==> src/rtl/pwm_dt_pkg.sv <==
// Shared types and default sizing for the multi-channel deadtime generator.
package pwm_dt_pkg;
  localparam int DEF_WIDTH = 8;
  localparam int DEF_NCH   = 3;

  typedef enum logic [1:0] {
    ST_LOW     = 2'd0,
    ST_DT_RISE = 2'd1,
    ST_HIGH    = 2'd2,
    ST_DT_FALL = 2'd3
  } ch_state_e;
endpackage

==> src/rtl/pwm_dt_channel.sv <==
// One complementary channel: tracks its PWM reference and inserts rise/fall deadtime.
module pwm_dt_channel
  import pwm_dt_pkg::*;
#(
  parameter int WIDTH = DEF_WIDTH
) (
  input  logic             clk_psc_i,
  input  logic             rst_n_i,
  input  logic             halt,
  input  logic             pwm_in,
  input  logic [WIDTH-1:0] dt_rise,
  input  logic [WIDTH-1:0] dt_fall,
  input  logic             en,
  output logic             high,
  output logic             low,
  output logic             busy
);
  localparam logic [WIDTH-1:0] ONE = WIDTH'(1);

  ch_state_e        state, state_nxt;
  logic [WIDTH-1:0] cnt, cnt_nxt;

  always_ff @(posedge clk_psc_i or negedge rst_n_i) begin
    if (!rst_n_i) begin
      state <= ST_LOW;
      cnt   <= '0;
    end else begin
      state <= state_nxt;
      cnt   <= cnt_nxt;
    end
  end

  // The counter is only loaded on entry to a window, so shadow updates
  // that land mid-window do not disturb the gap already in progress.
  always_comb begin
    state_nxt = state;
    cnt_nxt   = cnt;
    unique case (state)
      ST_LOW: if (pwm_in) begin
        if (dt_rise == '0) state_nxt = ST_HIGH;
        else begin
          state_nxt = ST_DT_RISE;
          cnt_nxt   = dt_rise;
        end
      end
      ST_DT_RISE: begin
        if (!pwm_in) begin
          state_nxt = ST_LOW;
          cnt_nxt   = '0;
        end else if (cnt <= ONE) begin
          state_nxt = ST_HIGH;
          cnt_nxt   = '0;
        end else cnt_nxt = cnt - ONE;
      end
      ST_HIGH: if (!pwm_in) begin
        if (dt_fall == '0) state_nxt = ST_LOW;
        else begin
          state_nxt = ST_DT_FALL;
          cnt_nxt   = dt_fall;
        end
      end
      ST_DT_FALL: begin
        if (pwm_in) begin
          state_nxt = ST_HIGH;
          cnt_nxt   = '0;
        end else if (cnt <= ONE) begin
          state_nxt = ST_LOW;
          cnt_nxt   = '0;
        end else cnt_nxt = cnt - ONE;
      end
      default: begin
        state_nxt = ST_LOW;
        cnt_nxt   = '0;
      end
    endcase
    if (halt) begin
      state_nxt = ST_LOW;
      cnt_nxt   = '0;
    end
  end

  // Single-state decode keeps high and low mutually exclusive by construction.
  assign high = en && (state == ST_HIGH);
  assign low  = en && (state == ST_LOW);
  assign busy = (state == ST_DT_RISE) || (state == ST_DT_FALL);
endmodule

==> src/rtl/pwm_dt_multi.sv <==
// Multi-channel complementary PWM with shared deadtime shadows.
// Optional break input and sticky latch built when PWM_DT_BREAK_EN is defined.
module pwm_dt_multi
  import pwm_dt_pkg::*;
#(
  parameter int WIDTH = DEF_WIDTH,
  parameter int NCH   = DEF_NCH
) (
  input  logic             clk_psc_i,
  input  logic             rst_n_i,
  input  logic             update_event_i,
  input  logic [NCH-1:0]   pwm_in_i,
  input  logic [WIDTH-1:0] dtg_rise_preload_i,
  input  logic [WIDTH-1:0] dtg_fall_preload_i,
  input  logic [NCH-1:0]   out_en_preload_i,
`ifdef PWM_DT_BREAK_EN
  input  logic             break_i,
  output logic             break_latched_o,
`endif
  output logic [NCH-1:0]   pwm_high_o,
  output logic [NCH-1:0]   pwm_low_o,
  output logic [NCH-1:0]   dt_busy_o
);
  logic [WIDTH-1:0] dt_rise, dt_fall;
  logic [NCH-1:0]   out_en, en_eff;
  logic             halt;

  always_ff @(posedge clk_psc_i or negedge rst_n_i) begin
    if (!rst_n_i) begin
      dt_rise <= '0;
      dt_fall <= '0;
      out_en  <= '0;
    end else if (update_event_i) begin
      dt_rise <= dtg_rise_preload_i;
      dt_fall <= dtg_fall_preload_i;
      out_en  <= out_en_preload_i;
    end
  end

`ifdef PWM_DT_BREAK_EN
  logic brk_lat;

  // A break in the same cycle as an update wins; only a clean update clears.
  always_ff @(posedge clk_psc_i or negedge rst_n_i) begin
    if (!rst_n_i)            brk_lat <= 1'b0;
    else if (break_i)        brk_lat <= 1'b1;
    else if (update_event_i) brk_lat <= 1'b0;
  end

  assign halt            = break_i;
  assign en_eff          = out_en & {NCH{~brk_lat}};
  assign break_latched_o = brk_lat;
`else
  assign halt   = 1'b0;
  assign en_eff = out_en;
`endif

  for (genvar g = 0; g < NCH; g++) begin : g_ch
    pwm_dt_channel #(.WIDTH(WIDTH)) u_ch (
      .clk_psc_i (clk_psc_i),
      .rst_n_i   (rst_n_i),
      .halt      (halt),
      .pwm_in    (pwm_in_i[g]),
      .dt_rise   (dt_rise),
      .dt_fall   (dt_fall),
      .en        (en_eff[g]),
      .high      (pwm_high_o[g]),
      .low       (pwm_low_o[g]),
      .busy      (dt_busy_o[g])
    );
  end
endmodule

==> config.mk <==
export PLATFORM = sky130hd
export DESIGN_NAME = pwm_dt_multi
export DESIGN_NICKNAME = d
export VERILOG_FILES = /design/src/rtl/pwm_dt_pkg.sv /design/src/rtl/pwm_dt_channel.sv /design/src/rtl/pwm_dt_multi.sv
export SDC_FILE = /design/constraint.sdc
export NUM_CORES = 1
export LEC_CHECK = 0
export CORE_MARGIN = 5
export CORE_UTILIZATION = 45
export CTS_CLUSTER_SIZE = 40
export DETAILED_ROUTE_END_ITERATION = 10
export HOLD_SLACK_MARGIN = 0.06
export PLACE_DENSITY = 0.66
export REMOVE_ABC_BUFFERS = 1
export SYNTH_ARGS = -nofsm -noshare
export SYNTH_HDL_FRONTEND = slang
export SYNTH_HIERARCHICAL = 1
export SYNTH_SLANG_ARGS = --single-unit
export TNS_END_PERCENT = 1
==> constraint.sdc <==
create_clock -name clk_psc_i -period 2 [get_ports clk_psc_i]
set_clock_uncertainty 0.2 [all_clocks]
set_input_delay 0.2 -clock clk_psc_i [delete_from_list [all_inputs] [get_ports clk_psc_i]]
set_output_delay 0.2 -clock clk_psc_i [all_outputs]
set_load 0.05 [all_outputs]
==> Yosys cells after proc, flatten, opt, wreduce, memory -nomap -nowiden <==
Cells that the tools add are included.
{ "totals": {"out_inout_bits": 9, "ff_bits": 49, "input_bits": 25, "elab_cells": 105} }
{ "classes": {"n_lt_le_gt_ge": 3, "muxes": 43, "eq_ne": 27, "reduce_logical": 20, "addsub": 3} }
{ "op_table": {"columns": ["cell", "n"], "rows": [
  ["two-way mux 8 bit", 17],
  ["case mux 8 bit (4 select lines)", 3],
  ["two-way mux 2 bit", 20],
  ["less-or-equal comparator 8 x 1 -> 1 bit, second input constant", 3],
  ["!= test 2 bit, second input constant", 12],
  ["case mux 2 bit (4 select lines)", 3],
  ["AND reduction 4 bit", 6],
  ["subtractor 8 x 1 -> 8 bit, second input constant", 3],
  ["!= test 3 x 2 -> 1 bit, second input constant", 6],
  ["zero test 8 bit", 2],
  ["== test 2 bit, second input constant", 6],
  ["== test 2 x 1 -> 1 bit, second input constant", 3],
  ["logical AND 1 bit", 6],
  ["zero test 2 bit", 3],
  ["logical OR 1 bit", 3]
]} }

==> Logic depth before layout (Yosys ltp) <==
Gate-level depths: netlist (run 1).
{ "logic_depth": {"depth_word": 4, "ltp_mapped": 8} }

==> Modules after synthesis <==
Netlist (run 1), hierarchy kept.
{ "by_module_without_submodules": {"columns": ["mod", "area_per_inst_um2", "n_inst", "cells_each"], "rows": [
  ["pwm_dt_channel at g_ch[0].u_ch ...", 862.1, 2, 100],
  ["pwm_dt_channel at g_ch[2].u_ch", 933.4, 1, 113],
  ["pwm_dt_multi", 762.0, 1, 41]
]} }

==> Least setup slack after synthesis (run 1) <==
No wires, ideal clock.
{ "synth_path": {"path_type": "flip-flop to output port", "start": "reg g_ch[2].u_ch.state[1]", "end": "out pwm_high_o[2]", "arrival_ns": 1.889, "slack_ns": -0.289, "path_buffers": 2, "path_stages_with_launch": 4, "required_ns": 1.600, "cell_sequence": "dfrtp_1 buf_2 clkbuf_1 nor3b_1"} }
{ "synth_via": {"elab_chain_len": 2} }
{ "synth_lines": {"columns": ["item", "line", "source"], "rows": [
  ["start, declared", "pwm_dt_channel.sv:20", "ch_state_e state, state_nxt;"],
  ["start signal, assigned", "pwm_dt_channel.sv:28", "state <= state_nxt;"],
  ["== test 2 bit", "pwm_dt_channel.sv:83", "assign high = en && (state == ST_HIGH);"],
  ["logical AND 1 bit", "pwm_dt_channel.sv:83", null],
  ["end, declared", "pwm_dt_multi.sv:20", "output logic [NCH-1:0] pwm_high_o,"]
]} }
No other way between the ends.

==> Worst setup path after layout (run 1) <==
{ "layout_path": {"start": "reg g_ch[0].u_ch.cnt[2]", "end": "reg g_ch[0].u_ch.state[1]"} }
{ "layout_via": {"elab_chain_len": 3, "word_cells_on_any_way": 4} }
{ "layout_lines": {"columns": ["item", "line", "source"], "rows": [
  ["start, declared", "pwm_dt_channel.sv:21", "logic [WIDTH-1:0] cnt, cnt_nxt;"],
  ["start signal, assigned", "pwm_dt_channel.sv:29", "cnt <= cnt_nxt;"],
  ["less-or-equal comparator 8 x 1 -> 1 bit *", "pwm_dt_channel.sv:50, pwm_dt_channel.sv:66", null],
  ["!= test 3 x 2 -> 1 bit (no line)", null, null],
  ["AND reduction 4 bit (no line) *", null, null],
  ["end signal, assigned", "pwm_dt_channel.sv:28", null],
  ["end, declared", "pwm_dt_channel.sv:20", null]
]} }
Every way passes the cells marked *; elsewhere a longest branch is shown, timed or not.
A chain may end at the register's enable or synchronous reset.

==> results of run 1 <==
-- placed cells by master, fill, tap and decap left out, drive strengths merged, types with 12 or more instances in the layout --
cell type       n
nor2b          22
buf            88
nand2          12
conb           17
dfrtp          49
nor3           19
clkdlybuf4s50  23
a21oi          17
a32o           13
o22ai          19
inv            17
mux2           19
or3            20
nor2           19
-- critical path: cells and delay by family, from the launching register on --
| family | cells | cell delay [ns] |
|---|---|---|
| simple gates | 1 | 0.58 |
| compound gates | 3 | 0.61 |
| flops | 1 | 0.39 |
| buf+inv | 1 | 0.17 |
-- flip-flops by register name, indices dropped and copies added, names as in the netlist --
name,flops
dt_fall,8
dt_rise,8
en_eff,3
g_ch.u_ch/cnt,24
g_ch.u_ch/state,6
-- kinds of logic (layout without fill, tap and decap cells) --
| kind of cell | Yosys count | count (layout) | share of synthesized area (%) |
|---|---|---|---|
| DFF | 49 | 49 | 35.86 |
| adders and majority gates | 6 | 6 | 2.195 |
| muxes | 22 | 22 | 8.233 |
| other | 1 | 17 | 0.1097 |
| and+or+nand+nor | 133 | 133 | 22.72 |
| buffers and inverters | 39 | 137 | 6.586 |
| AOI/OAI and AO/OA | 87 | 87 | 19.94 |
| xor gates and xnor gates | 17 | 17 | 4.354 |
-- routing by layer --
layer  share of wire [%]  GRT usage [%]  up-vias  routed length (um)
met1                  43          27.33     1545                4183
met4                 1.4          5.292        0                 136
met5                   0              0        -                   0
li1                    -              -     1515                   -
met2                  51          37.74       86                5045
met3                 4.4          2.656       13                 432
-- metrics by stage --
stage	area, um^2	setup WS (ns)	std cells	utilization (%)
final	4743	-0.06229	567	64.70
after floorplan	3318	-0.3679	348	-
after CTS	4693	-0.06667	567	64.02
after detailed placement	4441	-0.1870	556	60.57
after global routing	4743	-0.1474	567	64.70
after global placement	4441	-0.08721	556	60.57
-- cell usage after synthesis, types with 10 or more instances --
library cell | instances | share of area, %
o21ai_0 | 10 | 1.5
dfrtp_1 | 49 | 36
nor2_1 | 19 | 2.1
or3_1 | 19 | 3.5
nand2_1 | 12 | 1.3
nor2b_1 | 22 | 4.0
a21oi_1 | 17 | 2.5
xnor2_1 | 11 | 2.8
nor3_1 | 19 | 2.8
mux2_4 | 10 | 4.4
a32o_1 | 13 | 3.8
o22ai_1 | 18 | 3.3
inv_1 | 17 | 1.9
-- power by group --
group / total (uW) / internal (uW) / switching (uW)
registers: 1240 / 1120 / 123
logic: 1650 / 840 / 809
clock network: 757 / 407 / 350
total: 3650 / 2370 / 1280
-- final timing paths --
kind                                                 start                                 to  slack [ns]  cells past startpoint
min in group clk_psc_i                 out_en_preload_i[1]              en_eff[1]$_DFFE_PN0P_        0.30                      2
setup / recovery           g_ch[0].u_ch/cnt[2]$_DFFE_PN0P_  g_ch[0].u_ch/state[1]$_DFFE_PN0P_       -0.06                      5
setup reg to reg           g_ch[0].u_ch/cnt[2]$_DFFE_PN0P_  g_ch[0].u_ch/state[1]$_DFFE_PN0P_       -0.06                      5
max in group asynchronous                          rst_n_i             dt_rise[3]$_DFFE_PN0P_        1.14                      3
hold / removal                                     rst_n_i              en_eff[1]$_DFFE_PN0P_        0.19                      3
hold reg to reg                      en_eff[2]$_DFFE_PN0P_              en_eff[2]$_DFFE_PN0P_        0.32                      1
-- timing repair --
item,in CTS,in global routing
hold endpoints to repair,49,0
gates cloned,1,0
pin swaps,13,3
resized for setup,24,11
setup endpoints to repair,28,29
setup buffers,1,0
hold buffers,1,0
-- final cells by class --
cell class | instances | area (um^2) | area share (%)
inverters | 17 | 63.81 | 1.345
well taps | 99 | 123.9 | 2.611
repair buffers | 112 | 1039 | 21.89
clock inverters | 2 | 37.54 | 0.7913
flip-flops and latches | 49 | 1227 | 25.88
clock buffers | 6 | 82.58 | 1.741
multi-input cells | 282 | 2170 | 45.74
==> reports/metrics.yaml, run 1 <==
outcome: "complete, but fails checks"
violations: "negative setup slack"
critPathLaunchType: "register"
post_drt_wl_per_cell_um: 17.28
vias_per_cell: 5.571
die_area_mm2: 0.009442
worst_ep_required_time_ns: 1.99
clk_latency_ns: 0.30
drv_slew: 0
criticalPathCategory: "reg -> reg"
hp-class: "in -> async"
gr-total-overflow: 0
fin_crit_sh_pct: 103.1
clk_pin_slew_worst_paths_ns: 0.10
hold_viol: 0
drt_iter0_drc: 177
fin_ws_ns: -0.06229
ys_warn_count: 6
htree_levels: 2
wl_um: 9797
die_x_um: 97.17
synth_area_mm2: 0.003420
dr.pass1.iters: 5
crit_chain: "or4_4 > o311ai_4 > buf_6 > a21oi_1 > o221a_2"
grt_max_degree: 50
gr-usage-all-layers_pct: 21.26
ir_drop_v: 0.0003414
cts_root_buf: "clkbuf_8"
powerDensity_mw_per_mm2: 769.4
synth.avg_cell_area_um2: 9.660
tns_ns: -0.8628
cts_tree: "built"
core_mm2: 0.007331
worst_setup_path_end_kind: "register"
synth-seq-cells: 49
nNetsFinal: 498
portBuffers: 33
syn2layout_area_growth_pct: 38.71
synth_async_sr_flop_share_pct: 100.0
synthFlopType: "dfrtp_1"
cpPeakStageDelay_ns: 0.58
arrival_ns: 2.05
start_util_pct: 46.65
cts_buffers: 5
synth_edf_count: 0
die_h_um: 97.17
dp_hpwl_um: 7199
num_vias: 3159
cap_violations: 0
power_leakage_uw: 0.002077
fillerInstances: 602
rsz0062_at_grt: "true"
drive_gt1_share_pct: 33.55
clock_sinks: 49
cp_max_fo: 6
antenna_found_initial: 0
syn_inst: 354
grt_pass1_wl_um: 16440
n_antenna_cell: 0
place_congestion: 0.9196
max_freq_mhz: 484.9
whs_ns: 0.1874
power_uw: 3649
postRouteAntennaNets: 0
drc: 0
setup_violations: 23
grt_pass1_vias: 3320
period_needed_ns: 2.062
io_pins: 34
synth-seq-area-share_pct: 35.86
critPathSlowestCell: "or4_4"
rows: 31
clockBufferDepth: 2
synth.distinct_cells: 52
(Power assumes the default switching activity.)
==> run 2, diff against run 1 <==
--- a/config.mk
+++ b/config.mk
@@ -9,7 +9,6 @@
 export CORE_UTILIZATION = 45
 export CTS_CLUSTER_SIZE = 40
 export DETAILED_ROUTE_END_ITERATION = 10
-export HOLD_SLACK_MARGIN = 0.06
 export PLACE_DENSITY = 0.66
 export REMOVE_ABC_BUFFERS = 1
 export SYNTH_ARGS = -nofsm -noshare
==> results of run 2 <==
The final DEF is identical to that of run 1; final timing and power are the same.
